**src/rtl/pc_seq_ctrl_if.sv**
```systemverilog
// rtl/pc_seq_ctrl_if.sv - fetch/execute/debug signal bundle for the Y86-64 sequencing controller
// Optional breakpoint signals are present only when PC_BREAK_EN is defined.
interface pc_seq_ctrl_if #(
  parameter int CNT_W = 32
) ();
  logic             run_i;
  logic             step_i;
  logic             stop_i;
  logic [3:0]       icode_i;
  logic             cnd_i;
  logic [63:0]      valC_i;
  logic [63:0]      valP_i;
  logic [63:0]      valM_i;
  logic             instr_valid_i;
  logic             imem_error_i;
  logic             dmem_error_i;
  logic [63:0]      PC_o;
  logic             commit_o;
  logic [2:0]       stat_o;
  logic [1:0]       state_o;
  logic [CNT_W-1:0] instr_cnt_o;
`ifdef PC_BREAK_EN
  logic             bkpt_en_i;
  logic [63:0]      bkpt_addr_i;
  logic             bkpt_hit_o;

  modport slave (
    input  run_i, step_i, stop_i, icode_i, cnd_i, valC_i, valP_i, valM_i,
           instr_valid_i, imem_error_i, dmem_error_i, bkpt_en_i, bkpt_addr_i,
    output PC_o, commit_o, stat_o, state_o, instr_cnt_o, bkpt_hit_o
  );
  modport master (
    output run_i, step_i, stop_i, icode_i, cnd_i, valC_i, valP_i, valM_i,
           instr_valid_i, imem_error_i, dmem_error_i, bkpt_en_i, bkpt_addr_i,
    input  PC_o, commit_o, stat_o, state_o, instr_cnt_o, bkpt_hit_o
  );
`else
  modport slave (
    input  run_i, step_i, stop_i, icode_i, cnd_i, valC_i, valP_i, valM_i,
           instr_valid_i, imem_error_i, dmem_error_i,
    output PC_o, commit_o, stat_o, state_o, instr_cnt_o
  );
  modport master (
    output run_i, step_i, stop_i, icode_i, cnd_i, valC_i, valP_i, valM_i,
           instr_valid_i, imem_error_i, dmem_error_i,
    input  PC_o, commit_o, stat_o, state_o, instr_cnt_o
  );
`endif
endinterface

```
**src/rtl/pc_seq_ctrl.sv**
```systemverilog
// rtl/pc_seq_ctrl.sv - PC register, next-PC select and run/step/stop commit gating for Y86-64
// Optional PC breakpoint enabled by defining PC_BREAK_EN.
module pc_seq_ctrl #(
  parameter logic [63:0] RESET_PC = 64'h0,
  parameter int          CNT_W    = 32
) (
  input  logic        clk_i,
  input  logic        rst_n_i,
  pc_seq_ctrl_if.slave bus
);
  typedef enum logic [1:0] {
    S_IDLE = 2'd0,
    S_RUN  = 2'd1,
    S_STEP = 2'd2,
    S_HALT = 2'd3
  } state_t;

  localparam logic [2:0] STAT_AOK = 3'd1;
  localparam logic [2:0] STAT_HLT = 3'd2;
  localparam logic [2:0] STAT_ADR = 3'd3;
  localparam logic [2:0] STAT_INS = 3'd4;

  state_t           state_q, state_d;
  logic [63:0]      pc_q, pc_d;
  logic [2:0]       stat_q, stat_d;
  logic [CNT_W-1:0] cnt_q, cnt_d;
  logic [2:0]       exc_stat;
  logic [63:0]      next_pc;
  logic             bkpt_trig;
  logic             active;
  logic             commit;

  always_comb begin
    exc_stat = STAT_AOK;
    if (bus.imem_error_i || bus.dmem_error_i) begin
      exc_stat = STAT_ADR;
    end else if (!bus.instr_valid_i) begin
      exc_stat = STAT_INS;
    end else if (bus.icode_i == 4'h0) begin
      exc_stat = STAT_HLT;
    end
  end

  always_comb begin
    next_pc = bus.valP_i;
    case (bus.icode_i)
      4'h8:    next_pc = bus.valC_i;
      4'h7:    next_pc = bus.cnd_i ? bus.valC_i : bus.valP_i;
      4'h9:    next_pc = bus.valM_i;
      default: next_pc = bus.valP_i;
    endcase
  end

`ifdef PC_BREAK_EN
  logic bkpt_hit_q, bkpt_hit_d;
  assign bkpt_trig = (state_q == S_RUN) && !bus.stop_i && bus.bkpt_en_i
                     && (pc_q == bus.bkpt_addr_i);
`else
  assign bkpt_trig = 1'b0;
`endif

  // A breakpoint hit suppresses the instruction exactly like a stop request.
  assign active = ((state_q == S_RUN) && !bus.stop_i && !bkpt_trig) || (state_q == S_STEP);
  assign commit = rst_n_i && active && (exc_stat == STAT_AOK);

  always_comb begin
    state_d = state_q;
    pc_d    = pc_q;
    stat_d  = stat_q;
    cnt_d   = cnt_q;
    case (state_q)
      S_IDLE: begin
        if (bus.run_i) begin
          state_d = S_RUN;
        end else if (bus.step_i) begin
          state_d = S_STEP;
        end
      end
      S_RUN: begin
        if (bus.stop_i || bkpt_trig) begin
          state_d = S_IDLE;
        end else if (exc_stat != STAT_AOK) begin
          state_d = S_HALT;
          stat_d  = exc_stat;
        end
      end
      S_STEP: begin
        if (exc_stat != STAT_AOK) begin
          state_d = S_HALT;
          stat_d  = exc_stat;
        end else begin
          state_d = S_IDLE;
        end
      end
      default: state_d = S_HALT;
    endcase
    if (commit) begin
      pc_d  = next_pc;
      cnt_d = cnt_q + CNT_W'(1);
    end
  end

  always_ff @(posedge clk_i) begin
    if (!rst_n_i) begin
      state_q <= S_IDLE;
      pc_q    <= RESET_PC;
      stat_q  <= STAT_AOK;
      cnt_q   <= '0;
    end else begin
      state_q <= state_d;
      pc_q    <= pc_d;
      stat_q  <= stat_d;
      cnt_q   <= cnt_d;
    end
  end

`ifdef PC_BREAK_EN
  // Sticky until the debugger resumes by leaving IDLE.
  always_comb begin
    bkpt_hit_d = bkpt_hit_q;
    if (bkpt_trig) begin
      bkpt_hit_d = 1'b1;
    end else if ((state_q == S_IDLE) && (bus.run_i || bus.step_i)) begin
      bkpt_hit_d = 1'b0;
    end
  end

  always_ff @(posedge clk_i) begin
    if (!rst_n_i) begin
      bkpt_hit_q <= 1'b0;
    end else begin
      bkpt_hit_q <= bkpt_hit_d;
    end
  end

  assign bus.bkpt_hit_o = bkpt_hit_q;
`endif

  assign bus.PC_o        = pc_q;
  assign bus.commit_o    = commit;
  assign bus.stat_o      = stat_q;
  assign bus.state_o     = state_q;
  assign bus.instr_cnt_o = cnt_q;
endmodule

```
**src/flat_wrapper.sv**
```systemverilog
// flat-port wrapper written by rule: the top's interface ports become plain ports
module pc_seq_ctrl_flat 
#(
  parameter logic [63:0] RESET_PC = 64'h0,
  parameter int          CNT_W    = 32
)
  (clk_i, rst_n_i, bus_run_i, bus_step_i, bus_stop_i, bus_icode_i, bus_cnd_i, bus_valC_i, bus_valP_i, bus_valM_i, bus_instr_valid_i, bus_imem_error_i, bus_dmem_error_i, bus_PC_o, bus_commit_o, bus_stat_o, bus_state_o, bus_instr_cnt_o);
  pc_seq_ctrl_if #(.CNT_W(CNT_W)) bus_i ();
  input  logic clk_i;
  input  logic rst_n_i;
  input wire logic [$bits(bus_i.run_i)-1:0] bus_run_i;
  input wire logic [$bits(bus_i.step_i)-1:0] bus_step_i;
  input wire logic [$bits(bus_i.stop_i)-1:0] bus_stop_i;
  input wire logic [$bits(bus_i.icode_i)-1:0] bus_icode_i;
  input wire logic [$bits(bus_i.cnd_i)-1:0] bus_cnd_i;
  input wire logic [$bits(bus_i.valC_i)-1:0] bus_valC_i;
  input wire logic [$bits(bus_i.valP_i)-1:0] bus_valP_i;
  input wire logic [$bits(bus_i.valM_i)-1:0] bus_valM_i;
  input wire logic [$bits(bus_i.instr_valid_i)-1:0] bus_instr_valid_i;
  input wire logic [$bits(bus_i.imem_error_i)-1:0] bus_imem_error_i;
  input wire logic [$bits(bus_i.dmem_error_i)-1:0] bus_dmem_error_i;
  output wire logic [$bits(bus_i.PC_o)-1:0] bus_PC_o;
  output wire logic [$bits(bus_i.commit_o)-1:0] bus_commit_o;
  output wire logic [$bits(bus_i.stat_o)-1:0] bus_stat_o;
  output wire logic [$bits(bus_i.state_o)-1:0] bus_state_o;
  output wire logic [$bits(bus_i.instr_cnt_o)-1:0] bus_instr_cnt_o;
  assign bus_i.run_i = bus_run_i;
  assign bus_i.step_i = bus_step_i;
  assign bus_i.stop_i = bus_stop_i;
  assign bus_i.icode_i = bus_icode_i;
  assign bus_i.cnd_i = bus_cnd_i;
  assign bus_i.valC_i = bus_valC_i;
  assign bus_i.valP_i = bus_valP_i;
  assign bus_i.valM_i = bus_valM_i;
  assign bus_i.instr_valid_i = bus_instr_valid_i;
  assign bus_i.imem_error_i = bus_imem_error_i;
  assign bus_i.dmem_error_i = bus_dmem_error_i;
  assign bus_PC_o = bus_i.PC_o;
  assign bus_commit_o = bus_i.commit_o;
  assign bus_stat_o = bus_i.stat_o;
  assign bus_state_o = bus_i.state_o;
  assign bus_instr_cnt_o = bus_i.instr_cnt_o;
  pc_seq_ctrl #(.RESET_PC(RESET_PC), .CNT_W(CNT_W)) u_core (.clk_i(clk_i), .rst_n_i(rst_n_i), .bus(bus_i));
endmodule
```
**config.mk**
```make
export PLATFORM = sky130hd
export DESIGN_NAME = pc_seq_ctrl_flat
export DESIGN_NICKNAME = d
export VERILOG_FILES = /design/src/rtl/pc_seq_ctrl_if.sv /design/src/rtl/pc_seq_ctrl.sv /design/src/flat_wrapper.sv
export SDC_FILE = /design/constraint.sdc
export NUM_CORES = 1
export LEC_CHECK = 0
export ABC_AREA = 1
export CELL_PAD_IN_SITES_DETAIL_PLACEMENT = 1
export CELL_PAD_IN_SITES_GLOBAL_PLACEMENT = 1
export CORE_MARGIN = 2
export CORE_UTILIZATION = 24
export DETAILED_ROUTE_END_ITERATION = 8
export GPL_TIMING_DRIVEN = 0
export PLACE_DENSITY_LB_ADDON = 0.15
export SKIP_CTS_REPAIR_TIMING = 1
export SYNTH_ARGS = -nofsm -noshare
export SYNTH_HDL_FRONTEND = slang
export SYNTH_SLANG_ARGS = --single-unit
```
**constraint.sdc**
```tcl
create_clock -name clk_i -period 1.6 [get_ports clk_i]
set_clock_uncertainty 0.15 [all_clocks]
set_input_delay 0.32 -clock clk_i [delete_from_list [all_inputs] [get_ports clk_i]]
set_output_delay 0.32 -clock clk_i [all_outputs]
set_load 0.005 [all_outputs]
```
# Yosys cells after proc, flatten, opt, wreduce, memory -nomap -nowiden
# Cells that the tools add are included.
# Widths: inputs -> output; s select.
dict set report word_totals {
  in_bits 205
  register_bits 101
  output_inout_bits 102
  memories 0
  rom_bits 0
  latchBits 0
  word_cells 40
  ramBits 0
}
dict set report op_classes {
  addsub 1
  mux 14
  n_div 0
  bitwise_logic 0
  n_eq_ne 10
  shifts 0
  multipliers 0
  magnitude_cmp 0
  reduce_logical 11
}
# op n
set ops {}
lappend ops {{$pmux 64 s3} 1}
lappend ops {{$mux 64} 1}
lappend ops {{$add 32x1->32 const B} 1}
lappend ops {{$mux 2} 6}
lappend ops {{$mux 3} 4}
lappend ops {{$eq 4x4->1 const B} 2}
lappend ops {{$ne 3x3->1 const B} 2}
lappend ops {{$pmux 2 s3} 1}
lappend ops {{$pmux 3 s2} 1}
lappend ops {{$eq 4x3->1 const B} 1}
lappend ops {{$logic_not 4->1} 1}
lappend ops {{$reduce_and 2->1} 2}
lappend ops {{$eq 3x1->1 const B} 1}
lappend ops {{$logic_and 1x1->1} 3}
lappend ops {{$ne 3x1->1 const B} 1}
lappend ops {{$eq 2x1->1 const B} 1}
lappend ops {{$eq 2x2->1 const B} 1}
lappend ops {{$logic_not 2->1} 1}
lappend ops {{$logic_or 1x1->1} 2}
lappend ops {{$ne 2x2->1 const B} 1}
lappend ops {{$reduce_bool 2->1} 1}
lappend ops {{$logic_not 1->1} 1}

# Logic depth before layout (Yosys ltp)
dict set report logic_depth {
  depth_word 8
  mapped_depth 10
  ltp_nobuf 9
}

# Least setup slack after synthesis
# No wires, ideal clock.
dict set report synth_timing {
  path_type {reg2reg}
  start {register u_core.cnt_q[0], in the netlist u_core.bus.instr_cnt_o[0]}
  end {register u_core.cnt_q[12], in the netlist u_core.bus.instr_cnt_o[12]}
  t_arrival_ps 1404
  t_required_ps 1334
  slack_ps -69
  setup_time_ps 116
  period_less_slack_ps 1669
  path_buffers 0
  stages_incl_launch_ff 9
  cell_sequence {dfxtp_1 ha_1 nand2_1 nor3_4 nand2_1 nor2_2 nand2_1 o21ai_0 nor2_1}
}
dict set report synth_via {
  elab_chain_len 1
}
# element line_no
set synth_rtl {}
lappend synth_rtl {{start: declaration} pc_seq_ctrl.sv:26} ;# logic [CNT_W-1:0] cnt_q, cnt_d;
lappend synth_rtl {{start signal: assignment} pc_seq_ctrl.sv:113} ;# cnt_q <= cnt_d;
lappend synth_rtl {{$add 32x1->32} pc_seq_ctrl.sv:99} ;# cnt_d = cnt_q + CNT_W'(1);
# No other way between the ends.
# A chain may end at the register's enable or synchronous reset.

# Final worst setup path
dict set report layout_timing {
  start {input port bus_stop_i}
  end {output port bus_commit_o}
}
dict set report layout_via {
  elab_chain_len 5
}
# element line_no
set layout_rtl {}
lappend layout_rtl {{start: declaration} flat_wrapper.sv:13} ;# input wire logic [$bits(bus_i.stop_i)-1:0] bus_stop_i;
lappend layout_rtl {{$logic_not 1->1} pc_seq_ctrl.sv:63} ;# assign active = ((state_q == S_RUN) && !bus.stop_i && !bkpt_trig) || (state_q == S_STEP);
lappend layout_rtl {{$logic_and 1x1->1} pc_seq_ctrl.sv:63}
lappend layout_rtl {{$logic_or 1x1->1} pc_seq_ctrl.sv:63}
lappend layout_rtl {{$logic_and 1x1->1 (2 in series)} pc_seq_ctrl.sv:64} ;# assign commit = rst_n_i && active && (exc_stat == STAT_AOK);
lappend layout_rtl {{end: declaration} flat_wrapper.sv:23} ;# output wire logic [$bits(bus_i.commit_o)-1:0] bus_commit_o;
# No other way between the ends.

==> flow_summary.toml <==
[critical_path]
cp_max_fo = 7
cp_data_arrival_time_ns = 1.58
timing.reg2reg.worst_path_depth = 11
timing.critical_path.slowest_stage_cell = "sky130_fd_sc_hd__clkdlybuf4s50_1"
cp-start-kind = "primary input"
rr_endpoint = "u_core.bus.PC_o[31]"
worst-endpoint-required_ns = 1.13
launch_instance_of_the_worst_register_to_register_path = "u_core.bus.state_o[1]"
critical_path.cell_chain = "clkdlybuf4s50_1 > inv_2 > nand3_4 > nand2_4 > nand2_4 > nor2_8 > buf_12 > buf_8 > buf_6"
setup.worst_path.end = "bus_commit_o"
critical_path_cell_count = 9
critPathBufInv = 5
reg2reg_setup_slack_ns = -0.14
worstSetupPathType = "primary input to primary output"
critPathMostFrequentCell = "sky130_fd_sc_hd__nand2_4"
critical_path.startpoint = "bus_stop_i"
worst_path_largest_cell_delay_ns = 0.41
cp_top_family = "buffers and inverters"
end_kind = "primary output"

[yosys]
synth_sequential_area_ratio_pct = 33.84
post_synth.cell_area_avg_sq_um = 5.964
ys_warn_count = 0
mappedNetlistNets = 1208
synth_cell_types = 34
syn_area_sq_mm = 0.005976
synth_seq_cells = 101
synthCells = 1002

[die]
design.core.area_sq_mm = 0.02439
rows = 57
die_area_sq_mm = 0.02618
die-height_um = 161.8
fp.dieW_um = 161.8
floorplan.initialDensity_pct = 24.50
i_o_pins = 307

[route]
via_per_inst = 4.377
post_drt_wl_per_cell_um = 15.81
firstDrtPassIters = 4
drtAntennaViolNets = 0
detailroute.via_count = 7336
finalWirelength_um = 26510
drt_iter0_markers = 222
remaining_drc_errors = 0

[pwr]
p_leak_nw = 6.413
power-per-cell-area_mw_per_mm2 = 575.5
clock_power_share_pct = 35.6
p_sw_share_pct = 27.86
seq_power_share_pct = 42.7
totalPowerFinal_w = 0.006124
max_rail_drop_vdd_mv = 0.4731
power_frac_comb_pct = 21.7
total_switching_power_w = 0.001706
internal_power_w = 0.004418

[sta]
post_route_minimum_period_ns = 2.047
tns_ns = -5.147
setup_slack_ns = -0.4475
timing.max_slew.rel_slack_pct = 53.40
number_of_endpoints_with_negative_hold_slack_in_the_final_report = 0
timing_worst_slew_pin_value_ns = 0.6990
final_min_period_over_clock_period_pct = 128.0
fmaxAchievable_mhz = 488.4
timing.final.max_slew_violations = 0
rsz0062_at_grt = "true"
setup_viol_count_final = 75

[clock_tree]
clock_path_buffers = 2
tritoncts = "built"
cts-buffers-inserted = 9
clock_sink_count = 101
cts.clk_slew.worst_paths_ns = 0.08
clock-root-buffer = "sky130_fd_sc_hd__clkbuf_16"
clock_latency_ns = 0.36
htree_levels = 3

[run]
max_cap_violations = 0

[placed_design]
pre_cts_ws_ns = -1.279
dpl_cell_area_sq_mm = 0.009449
post-dp-hpwl_um = 21080
routabilityCongestion = 0.8014
placedCellCount = 1632
buffer_ports.inserted = 306

[hold_path]
min_path_type = "primary input to flip-flop"

[cells_and_area]
synthToLayoutAreaGrowth_pct = 78.10
leading_cell_types_in_the_layout_fill_and_taps_excluded = "sky130_fd_sc_hd__nand2_1 (255), sky130_fd_sc_hd__clkdlybuf4s50_1 (199), sky130_fd_sc_hd__inv_1 (169), sky130_fd_sc_hd__nor2_1 (118), sky130_fd_sc_hd__dlymetal6s2s_1 (106)"
layout_commonest_cell = "sky130_fd_sc_hd__nand2_1"
total_nets_final = 1552
stdcell_count = 1676
drive_gt1_share_pct = 12.58
final_design_area_no_fill_sq_mm = 0.01064

[global_routing]
grt_overflow_total = 0
grt_start_max_net_pins = 19
grt_util_all_layers_pct = 19.34
via_count_of_the_first_global_routing_pass = 7311
antenna_violations_before_repair = 3
grt_pass1_wl_um = 39160

[run_status]
violations = "setup timing"
run_status = "finished, violations left"
tightest hold or removal path, cell delays in order:
cell and delay, ns:
sky130_fd_sc_hd__dlymetal6s2s_1 0.15, sky130_fd_sc_hd__o21ai_0 0.15, sky130_fd_sc_hd__nand3_1 0.10
cells by family (layout without fill, tap and decap cells):
group	after synthesis	in the layout	synth area share (%)
compound gates	168	168	14.47
xor+xnor	6	6	0.8794
fa+ha+maj	1	1	0.2093
buf+inv	222	571	15.41
flops	101	101	33.84
other cells	0	1	0
simple gates	504	504	35.20
sequential cells by signal (all words and copies together) (netlist names):
signal	count
u_core.bus.PC_o	64
u_core.bus.instr_cnt_o	32
u_core.bus.stat_o	3
u_core.bus.state_o	2
stage by stage:
stage | util, % | hold WS (ns)
after floorplan | - | 0.3026
after global placement | 38.74 | 0.3055
after detailed placement | 38.74 | 0.3109
after CTS | 39.89 | 0.3238
after global routing | 43.63 | 0.2529
final | 43.63 | 0.2428
power groups by stage:
stage	registers [W]	clock network (W)	logic [W]
floorplan	0.00270	0	0.000427
global placement	0.00270	0	0.00124
detailed placement	0.00270	0	0.00126
CTS	0.00265	0.00226	0.00126
global route	0.00263	0.00234	0.00146
finish	0.00262	0.00218	0.00133
synthesized netlist by cell type (all sizes together):
| cell | number | share of area [%] |
|---|---|---|
| nand2 | 263 | 17 |
| inv | 174 | 11 |
| o21ai | 141 | 12 |
| nor2 | 139 | 9.3 |
| dfxtp | 101 | 34 |
| nand3 | 92 | 7.9 |
| buf | 32 | 3.4 |
| a21oi | 23 | 1.9 |
| clkbuf | 15 | 0.94 |
| nand4 | 6 | 0.73 |
| xor2 | 4 | 0.59 |
| a31oi | 2 | 0.21 |
| nand3b | 2 | 0.25 |
| nor3 | 2 | 0.36 |
| xnor2 | 2 | 0.29 |
| a21boi | 1 | 0.13 |
| clkinv | 1 | 0.063 |
| ha | 1 | 0.21 |
| o221ai | 1 | 0.15 |
how the worst min path moves through the flow:
stage | startpoint | to | slack, ns | cells past startpoint
global placement | u_core.bus.PC_o[39] | u_core.bus.PC_o[39] | 0.31 | 2
CTS | u_core.bus.PC_o[30] | u_core.bus.PC_o[30] | 0.32 | 2
finish | bus_imem_error_i | u_core.bus.stat_o[0] | 0.24 | 3
floorplan | u_core.bus.stat_o[0] | u_core.bus.stat_o[0] | 0.30 | 2
global route | bus_imem_error_i | u_core.bus.stat_o[0] | 0.25 | 3
detailed placement | u_core.bus.PC_o[30] | u_core.bus.PC_o[30] | 0.31 | 2
final cells by class:
| type | instances | area [sq um] |
|---|---|---|
| Antenna cell | 1 | 2.502 |
| Buffer | 46 | 355.3 |
| Clock buffer | 9 | 225.2 |
| Clock inverter | 7 | 56.30 |
| Fill cell | 3100 | 13750 |
| Inverter | 175 | 661.9 |
| Multi-Input combinational cell | 679 | 3232 |
| Sequential cell | 101 | 2132 |
| Tap cell | 324 | 405.4 |
| Timing Repair Buffer | 334 | 3572 |
layer usage:
layer | part of all wire (%) | up-vias | track usage (%) | wire length (um)
met3 | 6.9 | 32 | 6.333 | 1822
met4 | 2.3 | 0 | 5.471 | 605
met5 | 0 | - | 0 | 0
met1 | 38 | 3330 | 20.48 | 10150
li1 | - | 3789 | - | -
met2 | 53 | 185 | 36.44 | 13930
Note: power is estimated with default switching activity, not from simulation.
